## src/rtl/speed_report_collector_pkg.sv

```systemverilog
// Shared definitions for the speed report path: default widths and the
// report word layout {crossing_id, speed}.
package speed_report_collector_pkg;

  localparam int SPEED_W_DEFAULT       = 32;
  localparam int NUM_CROSSINGS_DEFAULT = 4;

  // A report word carries the crossing index above the speed value.
  function automatic int rpt_word_w(input int id_w, input int speed_w);
    return id_w + speed_w;
  endfunction

  // Crossing index reached by stepping 'off' places upward from 'base', with wrap.
  function automatic int wrap_idx(input int base, input int off, input int n);
    return (base + off) % n;
  endfunction

endpackage

```

## src/rtl/speed_report_fifo.sv

```systemverilog
// Synchronous first-word-fall-through FIFO. The head entry is visible on
// rdata whenever the FIFO is not empty. Pushes at full and pops at empty are
// ignored. Full is evaluated before any same-cycle pop.
module speed_report_fifo
  import speed_report_collector_pkg::*;
#(
  parameter int WIDTH = 8,
  parameter int DEPTH = 8
) (
  input  logic                     clk,
  input  logic                     rst_n,
  input  logic                     push,
  input  logic [WIDTH-1:0]         wdata,
  input  logic                     pop,
  output logic [WIDTH-1:0]         rdata,
  output logic                     full,
  output logic                     empty,
  output logic [$clog2(DEPTH):0]   level
);

  localparam int AW = $clog2(DEPTH);

  logic [WIDTH-1:0] mem [DEPTH];
  logic [AW-1:0]    wr_ptr;
  logic [AW-1:0]    rd_ptr;
  logic             do_push;
  logic             do_pop;

  assign full    = (level == (AW+1)'(DEPTH));
  assign empty   = (level == '0);
  assign do_push = push && !full;
  assign do_pop  = pop && !empty;
  // Zero the head when empty so the outputs read 0 after reset without resetting the array.
  assign rdata   = empty ? '0 : mem[rd_ptr];

  // Storage write.
  // NOTE: the data array has no reset; it is only read when the level says the entry is valid.
  always_ff @(posedge clk) begin
    if (do_push) mem[wr_ptr] <= wdata;
  end

  // Pointers and occupancy; pointers wrap naturally since DEPTH is a power of two.
  // NOTE: sequential state uses non-blocking assignments so every flop samples pre-edge values.
  always_ff @(posedge clk or negedge rst_n) begin
    if (!rst_n) begin
      wr_ptr <= '0;
      rd_ptr <= '0;
      level  <= '0;
    end else begin
      if (do_push) wr_ptr <= wr_ptr + 1'b1;
      if (do_pop)  rd_ptr <= rd_ptr + 1'b1;
      case ({do_push, do_pop})
        2'b10:   level <= level + 1'b1;
        2'b01:   level <= level - 1'b1;
        default: level <= level;
      endcase
    end
  end

endmodule

```

## src/rtl/speed_report_collector.sv

```systemverilog
// Collects one-cycle speed pulses from every crossing, holds one pending
// report per crossing, arbitrates round-robin into a report FIFO and delivers
// {crossing_id, speed} over a valid/ready stream. Overwritten pending reports
// are flagged per crossing and counted in a saturating drop counter.
module speed_report_collector
  import speed_report_collector_pkg::*;
#(
  parameter int NUM_CROSSINGS = NUM_CROSSINGS_DEFAULT,
  parameter int SPEED_W       = SPEED_W_DEFAULT,
  parameter int FIFO_DEPTH    = 8,
  parameter int ID_W          = $clog2(NUM_CROSSINGS),
  parameter int DROP_CNT_W    = 16
) (
  input  logic                             clk,
  input  logic                             rst_n,
  input  logic [NUM_CROSSINGS*SPEED_W-1:0] speed_val_flat,
  input  logic [NUM_CROSSINGS-1:0]         speed_valid,
  output logic                             rpt_valid,
  input  logic                             rpt_ready,
  output logic [ID_W-1:0]                  rpt_crossing_id,
  output logic [SPEED_W-1:0]               rpt_speed,
  output logic [$clog2(FIFO_DEPTH):0]      fifo_level,
  output logic [NUM_CROSSINGS-1:0]         overrun_flags,
  output logic [DROP_CNT_W-1:0]            drop_count
);

  localparam int WORD_W = rpt_word_w(ID_W, SPEED_W);
  localparam int SUM_W  = DROP_CNT_W + 1;

  logic [NUM_CROSSINGS-1:0] pending;
  logic [SPEED_W-1:0]       pending_val [NUM_CROSSINGS];
  logic [ID_W-1:0]          rr_ptr;
  logic [ID_W-1:0]          grant_idx;
  logic                     grant_valid;
  logic [NUM_CROSSINGS-1:0] grant_oh;
  logic [NUM_CROSSINGS-1:0] overwrite;
  logic [ID_W:0]            overwrite_cnt;
  logic [SUM_W-1:0]         drop_sum;
  logic                     fifo_full;
  logic                     fifo_empty;
  logic [WORD_W-1:0]        push_word;
  logic [WORD_W-1:0]        head_word;

  // Round-robin grant: first pending crossing at or above rr_ptr, with wrap.
  // Scanning offsets downward lets the nearest pending crossing win last.
  // NOTE: every output of a combinational block gets a default first so no latch is inferred.
  always_comb begin
    grant_valid = 1'b0;
    grant_idx   = '0;
    grant_oh    = '0;
    if (!fifo_full) begin
      for (int k = NUM_CROSSINGS - 1; k >= 0; k--) begin
        if (pending[wrap_idx(int'(rr_ptr), k, NUM_CROSSINGS)]) begin
          grant_valid = 1'b1;
          grant_idx   = ID_W'(wrap_idx(int'(rr_ptr), k, NUM_CROSSINGS));
        end
      end
    end
    if (grant_valid) grant_oh[grant_idx] = 1'b1;
  end

  // A pulse replacing a pending, ungranted report is a drop; count them this cycle.
  always_comb begin
    overwrite     = speed_valid & pending & ~grant_oh;
    overwrite_cnt = '0;
    for (int i = 0; i < NUM_CROSSINGS; i++) begin
      overwrite_cnt = overwrite_cnt + {{ID_W{1'b0}}, overwrite[i]};
    end
    drop_sum = SUM_W'(drop_count) + SUM_W'(overwrite_cnt);
  end

  // Capture: a new pulse always lands in pending; a grant without a new pulse clears it.
  always_ff @(posedge clk or negedge rst_n) begin
    if (!rst_n) begin
      pending <= '0;
      for (int i = 0; i < NUM_CROSSINGS; i++) pending_val[i] <= '0;
    end else begin
      for (int i = 0; i < NUM_CROSSINGS; i++) begin
        if (speed_valid[i]) begin
          pending[i]     <= 1'b1;
          pending_val[i] <= speed_val_flat[i*SPEED_W +: SPEED_W];
        end else if (grant_oh[i]) begin
          pending[i]     <= 1'b0;
        end
      end
    end
  end

  // Round-robin pointer moves just past the granted crossing.
  always_ff @(posedge clk or negedge rst_n) begin
    if (!rst_n) begin
      rr_ptr <= '0;
    end else if (grant_valid) begin
      rr_ptr <= (grant_idx == ID_W'(NUM_CROSSINGS - 1)) ? '0 : grant_idx + 1'b1;
    end
  end

  // Sticky overrun flags and saturating drop counter.
  always_ff @(posedge clk or negedge rst_n) begin
    if (!rst_n) begin
      overrun_flags <= '0;
      drop_count    <= '0;
    end else begin
      overrun_flags <= overrun_flags | overwrite;
      drop_count    <= drop_sum[DROP_CNT_W] ? '1 : drop_sum[DROP_CNT_W-1:0];
    end
  end

  assign push_word = {grant_idx, pending_val[grant_idx]};

  speed_report_fifo #(
    .WIDTH (WORD_W),
    .DEPTH (FIFO_DEPTH)
  ) u_fifo (
    .clk   (clk),
    .rst_n (rst_n),
    .push  (grant_valid),
    .wdata (push_word),
    .pop   (rpt_ready),
    .rdata (head_word),
    .full  (fifo_full),
    .empty (fifo_empty),
    .level (fifo_level)
  );

  assign rpt_valid                    = !fifo_empty;
  assign {rpt_crossing_id, rpt_speed} = head_word;

endmodule

```

## config.mk

```make
export PLATFORM = sky130hd
export DESIGN_NAME = speed_report_collector
export DESIGN_NICKNAME = d
export VERILOG_FILES = /design/src/rtl/speed_report_collector_pkg.sv /design/src/rtl/speed_report_fifo.sv /design/src/rtl/speed_report_collector.sv
export SDC_FILE = /design/constraint.sdc
export NUM_CORES = 1
export LEC_CHECK = 0
export BUFFER_PORTS_ARGS = -buffer_cell sky130_fd_sc_hd__buf_4
export CELL_PAD_IN_SITES_DETAIL_PLACEMENT = 1
export CELL_PAD_IN_SITES_GLOBAL_PLACEMENT = 1
export CORE_ASPECT_RATIO = 0.7
export CORE_MARGIN = 3
export CORE_UTILIZATION = 37
export DETAILED_ROUTE_END_ITERATION = 12
export PLACE_DENSITY_LB_ADDON = 0.1
export SKIP_CTS_REPAIR_TIMING = 1
export SLEW_MARGIN = 20
export SYNTH_ARGS = -nofsm -noshare
export SYNTH_HDL_FRONTEND = slang
export SYNTH_SLANG_ARGS = --single-unit
```

## constraint.sdc

```tcl
create_clock -name clk -period 6.3 [get_ports clk]
set_input_delay 1.26 -clock clk [delete_from_list [all_inputs] [get_ports clk]]
set_output_delay 1.26 -clock clk [all_outputs]
set_load 0.02 [all_outputs]
```

==> impl_metrics.py, run 1 <==
metrics = {
    "sta": {
        "post-route-period-util": 0.827,
        "post-route-min-period_ns": 5.21,
        "tns_ns": 0,
        "setup_viol": 0,
        "fmax_mhz": 192,
        "rsz0062_at_grt": "no",
        "hold_viol_final": 0,
        "slew_violations": 0,
        "max_slew.worst_pin.slew_ns": 1.10,
        "skew_ns": 0.0234,
        "slew_headroom": 0.267,
    },
    "cts": {
        "cts_tree": "done",
        "cts_made_buffers": 43,
        "path_clk_slew_ns": 0.07,
        "worstSkewPairLatency_ns": 0.57,
        "cts_sinks": 436,
        "clockRootBuffer": "clkbuf_16",
        "clock_path_buffers": 3,
        "htree_levels": 2,
    },
    "drt": {
        "wl_per_cell_um": 23.8,
        "viasPerCell": 5.19,
        "wl_mm": 45.7,
        "ant_nets": 0,
        "drtIter0Drc": 537,
        "drc": 0,
        "drt-pass1-iter-count": 4,
        "vias": 9953,
    },
    "die": {
        "start_util": 0.378,
        "io_pins": 194,
        "core-area_um2": 47000,
        "rows": 66,
        "die_h_um": 189,
        "die_area_um2": 50800,
        "die_x_um": 268,
    },
    "run_status": {
        "status": "finished clean",
    },
    "critical_path": {
        "crit_path_end_kind": "flop",
        "cp-start-kind": "flop",
        "crit_arrival_ns": 5.67,
        "critPathKind": "reg -> reg",
        "critPathMaxFanout": 23,
        "required_ns": 6.76,
    },
    "global_route": {
        "grt_pass1_vias": 10755,
        "overflow": 0,
        "grt_pass1_wl_mm": 69.2,
        "antenna_found_initial": 0,
        "grt_use_total": 0.183,
        "grt_max_degree": 73,
    },
    "synthesis": {
        "yosys-top-cells-count": "edfxtp_1, dfrtp_1, mux2_2",
        "syn_nets": 1220,
        "synth_most_common_cell": "edfxtp_1",
        "syn_inst": 1073,
        "synth_top_flop_cell": "edfxtp_1",
        "avgSynthCellArea_um2": 16.6,
        "synth_seq_area_share": 0.690,
        "synthArstFlopShare": 0.376,
        "synth_top_area_cell": "edfxtp_1",
        "synth_enable_flop_cells": 272,
        "synthesis.area_um2": 17800,
        "synth_cell_types": 44,
        "ys_seq_elements": 436,
        "ys.warnings.count": 0,
        "synth_top_cell_area_share": 0.459,
        "yosys-top-cells-area": "edfxtp_1, dfrtp_1, mux4_2, mux2_2, nand2_1",
    },
    "placed_design": {
        "gp_congestion": 0.773,
        "dp_cells": 1838,
        "dp_hpwl_mm": 28.6,
        "port_buffers": 193,
    },
    "min_path": {
        "hold_path.class": "reg -> reg",
    },
    "pwr": {
        "leakage_nw": 8.14,
        "irDropWorstVdd_v": 0.000380,
        "power-per-cell-area_nw_per_um2": 601,
    },
    "layout": {
        "nets": 1418,
        "n_fill_cell": 4592,
        "fin_cells": 1919,
        "drive_gt1_frac": 0.376,
        "area_delta_synth_final_pct": 20.0,
    },
    "run": {
        "drv_cap": 0,
    },
}
[where the power goes]
part	switching, W	leakage, nW	internal [W]	total [W]
Sequential	0.000466	4.41	0.00478	0.00524
Combinational	0.00321	3.07	0.00183	0.00504
Clock	0.00111	0.666	0.00141	0.00253
Total	0.00479	8.14	0.00802	0.0128
[cell families (layout without fill, tap and decap cells)]
family,count (synthesis),count (layout),synth area share
simple gates,180,180,0.0433
mux,233,233,0.188
compound gates,121,121,0.0413
other cells,0,1,0
xor+xnor,16,16,0.00788
flops,436,436,0.690
fa+ha+maj,12,12,0.0101
buf+inv,75,308,0.0189
[per-layer routing]
layer  vias to the layer above  part of all wire  track usage
li1                       4472                 -            -
met1                      5238              0.46        0.257
met2                       187              0.48        0.304
met3                        56             0.039       0.0259
met4                         0             0.017       0.0373
met5                         -                 0            0
[metrics by stage]
step                      utilization  area (µm²)  worst slack [ns]  power (W)  hold slack, ns
after floorplan                     -       17800              2.00    0.00844           0.481
after global placement          0.424       19900              1.22     0.0104           0.490
after detailed placement        0.424       19900              1.10     0.0105           0.490
after CTS                       0.454       21300              1.03     0.0131           0.509
after global routing            0.454       21300             0.649     0.0137           0.516
final                           0.454       21300              1.09     0.0128           0.498
[path summary, 6_finish.rpt]
path	start	end	slack, ns	cells after the start
worst max register to register	u_fifo.level[0]$_DFFE_PN0P_	drop_count[6]$_DFF_PN0_	1.09	16
worst min register to register	overrun_flags[2]$_DFF_PN0_	overrun_flags[2]$_DFF_PN0_	0.50	1
worst max-delay path	u_fifo.level[0]$_DFFE_PN0P_	drop_count[6]$_DFF_PN0_	1.09	16
min in group asynchronous	rst_n	pending_val[54]$_DFFE_PN0P_	0.64	1
max in group asynchronous	rst_n	pending_val[79]$_DFFE_PN0P_	4.42	2
worst min-delay path	overrun_flags[2]$_DFF_PN0_	overrun_flags[2]$_DFF_PN0_	0.50	1
[cell usage in the layout, fill, tap and decap left out, types with 3 or more instances in the layout]
cell type	instances
a21o_1	3
a21oi_1	69
a22oi_1	32
a31oi_1	3
buf_4	213
clkbuf_1	10
clkbuf_16	44
clkbuf_8	3
clkinv_1	7
clkinv_2	7
clkinvlp_4	4
dfrtp_1	161
edfxtp_1	272
fa_1	4
ha_1	8
inv_1	12
mux2_2	129
mux2i_1	36
mux4_2	68
nand2_1	98
nand2b_1	11
nand3_1	6
nor2_1	38
nor2_4	6
nor2b_1	3
nor3_1	3
o211ai_1	3
o21ai_0	5
xnor2_1	9
xor2_1	7
[sequential cells by signal, indices dropped and copies added (netlist names)]
register / flops
rr_ptr: 2
pending: 4
pending_val: 128
u_fifo.rd_ptr: 3
u_fifo.wr_ptr: 3
drop_count: 16
u_fifo.mem: 272
u_fifo.level: 4
overrun_flags: 4
[area by class of cell]
type / instances / area (µm²) / area share
repair buffers: 214 / 1610 / 0.0755
well taps: 612 / 766 / 0.0359
diodes: 1 / 2.50 / 0.000117
inverters: 14 / 52.6 / 0.00246
flip-flops and latches: 436 / 12300 / 0.576
clock buffers: 57 / 1180 / 0.0553
clock inverters: 23 / 204 / 0.00956
multi-input cells: 562 / 5230 / 0.245
[critical path: stages (launching register included)]
cell	delay, ns
dfrtp_1	0.47
nor3_1	0.24
and2_1	0.21
or3_1	0.52
buf_4	0.42
inv_2	0.23
ha_1	0.26
nand2_1	0.08
nand3_1	0.13
fa_1	0.44
inv_1	0.08
fa_1	0.23
and4_1	0.28
nand3_1	0.09
nor3_1	0.60
nand3_1	0.59
o21ai_0	0.22
Note: power is estimated with default switching activity, not from simulation.
==> inputs of run 2 (changes only) <==
- clock period: 6.3 -> 5 ns (I/O delays scaled with it)
==> impl_metrics.py, run 2 (same netlist as run 1, synthesis figures left out) <==
metrics = {
    "run_status": {
        "status": "finished clean",
    },
    "drt": {
        "vias": 9939,
        "drtIter0Drc": 567,
        "viasPerCell": 5.17,
        "wl_per_cell_um": 24.3,
        "drt-pass1-iter-count": 4,
        "ant_nets": 0,
        "drc": 0,
        "wl_mm": 46.6,
    },
    "critical_path": {
        "reg2reg_from": "u_fifo.level[0]$_DFFE_PN0P_",
        "slowest_delay_ns": 0.57,
        "crit_path_end_kind": "flop",
        "cp-start-kind": "flop",
        "cpMaxStageDelayCell": "or3_1",
        "critPathKind": "reg -> reg",
        "crit_top_cell": "fa_1",
        "startpoint": "u_fifo.level[0]$_DFFE_PN0P_",
        "crit_chain": "nor3_1 -> and2_1 -> or3_1 -> buf_4 -> o211ai_1 -> fa_1 -> fa_1 -> inv_1 -> fa_1 -> and4_1 -> nand3_1 -> nor3_1 -> buf_4 -> nand3_2 -> o21ai_0",
        "required_ns": 5.47,
        "crit_arrival_ns": 4.92,
        "critPathMaxFanout": 13,
        "cp_top_family": "simple AND/OR/NAND/NOR gates",
        "critPathBufInv": 3,
        "reg2reg_slack_ns": 0.55,
    },
    "die": {
        "io_pins": 194,
        "die_h_um": 189,
        "rows": 66,
        "start_util": 0.378,
        "die_x_um": 268,
        "die_area_um2": 50800,
        "core-area_um2": 47000,
    },
    "sta": {
        "holdWs_ns": 0.439,
        "setup_ws_ns": 0.551,
        "rsz0062_at_grt": "no",
        "tns_ns": 0,
        "post-route-period-util": 0.890,
        "post-route-min-period_ns": 4.45,
        "skew_ns": 0.0149,
        "fmax_mhz": 225,
        "slew_headroom": 0.282,
        "max_slew.worst_pin.slew_ns": 1.07,
        "hold_viol_final": 0,
        "slew_violations": 0,
        "setup_viol": 0,
    },
    "pwr": {
        "irDropWorstVdd_v": 0.000365,
        "pwr-share-seq": 0.408,
        "p_sw_w": 0.00605,
        "p_comb_frac": 0.403,
        "leakage_nw": 8.15,
        "intPower_w": 0.0101,
        "switching_share": 0.376,
        "p_clk_frac": 0.190,
        "power-per-cell-area_nw_per_um2": 755,
    },
    "layout": {
        "drive_gt1_frac": 0.376,
        "diodes": 0,
        "reg.largest.list": "u_fifo.mem: 272 flops, pending_val: 128 flops, drop_count: 16 flops",
        "final_cell_mix": "edfxtp_1, buf_4, dfrtp_1",
        "largest_reg_flops": 272,
        "top_register": "u_fifo.mem",
        "post-route-cell-area_um2": 21300,
        "fin_cells": 1922,
        "nets": 1424,
        "final_common_cell": "edfxtp_1",
        "area_delta_synth_final_pct": 20.0,
    },
    "cts": {
        "worstSkewPairLatency_ns": 0.55,
        "clock_path_buffers": 3,
        "clockRootBuffer": "clkbuf_16",
        "cts_sinks": 436,
        "cts_tree": "done",
        "cts_made_buffers": 43,
        "htree_levels": 2,
        "path_clk_slew_ns": 0.06,
    },
    "min_path": {
        "hold_path.class": "in -> async",
    },
    "global_route": {
        "antenna_found_initial": 0,
        "grt_pass1_vias": 10869,
        "overflow": 0,
        "grt_pass1_wl_mm": 70.7,
        "grt_max_degree": 73,
        "grt_use_total": 0.187,
    },
    "placed_design": {
        "gp_congestion": 0.778,
        "port_buffers": 193,
        "dp_cells": 1844,
        "dp_hpwl_mm": 30.2,
        "place_area_um2": 20000,
        "dp_slack_ns": 0.414,
    },
    "run": {
        "drv_cap": 0,
    },
}
==> run 2: stage by stage <==
step,util,power [W]
after global routing,0.454,0.0172
after global placement,0.426,0.0132
after floorplan,-,0.0106
after detailed placement,0.426,0.0134
after CTS,0.454,0.0165
final,0.454,0.0161
==> run 2: final timing paths <==
check / end / depth (start not counted)
max: drop_count[4]$_DFF_PN0_ / 15
max in group asynchronous: pending_val[34]$_DFFE_PN0P_ / 2
min in group clk: overrun_flags[2]$_DFF_PN0_ / 1
max reg2reg: drop_count[4]$_DFF_PN0_ / 15
min: pending_val[126]$_DFFE_PN0P_ / 1
min reg2reg: overrun_flags[2]$_DFF_PN0_ / 1
==> run 2: metal layers <==
layer | track usage | vias up | wire [µm]
li1 | - | 4475 | -
met1 | 0.272 | 5203 | 21600
met2 | 0.302 | 204 | 22200
met3 | 0.0282 | 57 | 2200
met4 | 0.0319 | 0 | 657
met5 | 0 | - | 0
==> run 2: power by group through the flow <==
stage	sequential [W]	combinational, W	clock [W]
final	0.00657	0.00649	0.00305
after global routing	0.00671	0.00718	0.00330
after CTS	0.00660	0.00672	0.00314
after detailed placement	0.00666	0.00671	0
after global placement	0.00660	0.00661	0
after floorplan	0.00640	0.00423	0
==> run 2: layout make-up <==
class,instances,area (µm²)
fillers,4577,25700
multi-input cells,562,5240
clock inverters,14,81.3
well taps,612,766
repair buffers,220,1690
clock buffers,64,1220
flip-flops and latches,436,12300
inverters,14,52.6
==> run 2: worst register-to-register path: cells and delay by family, from the launching register on <==
family	cells	cell delay, ns
buf+inv	3	0.53
fa+ha+maj	3	1.17
compound gates	2	0.43
flops	1	0.49
simple gates	7	1.74
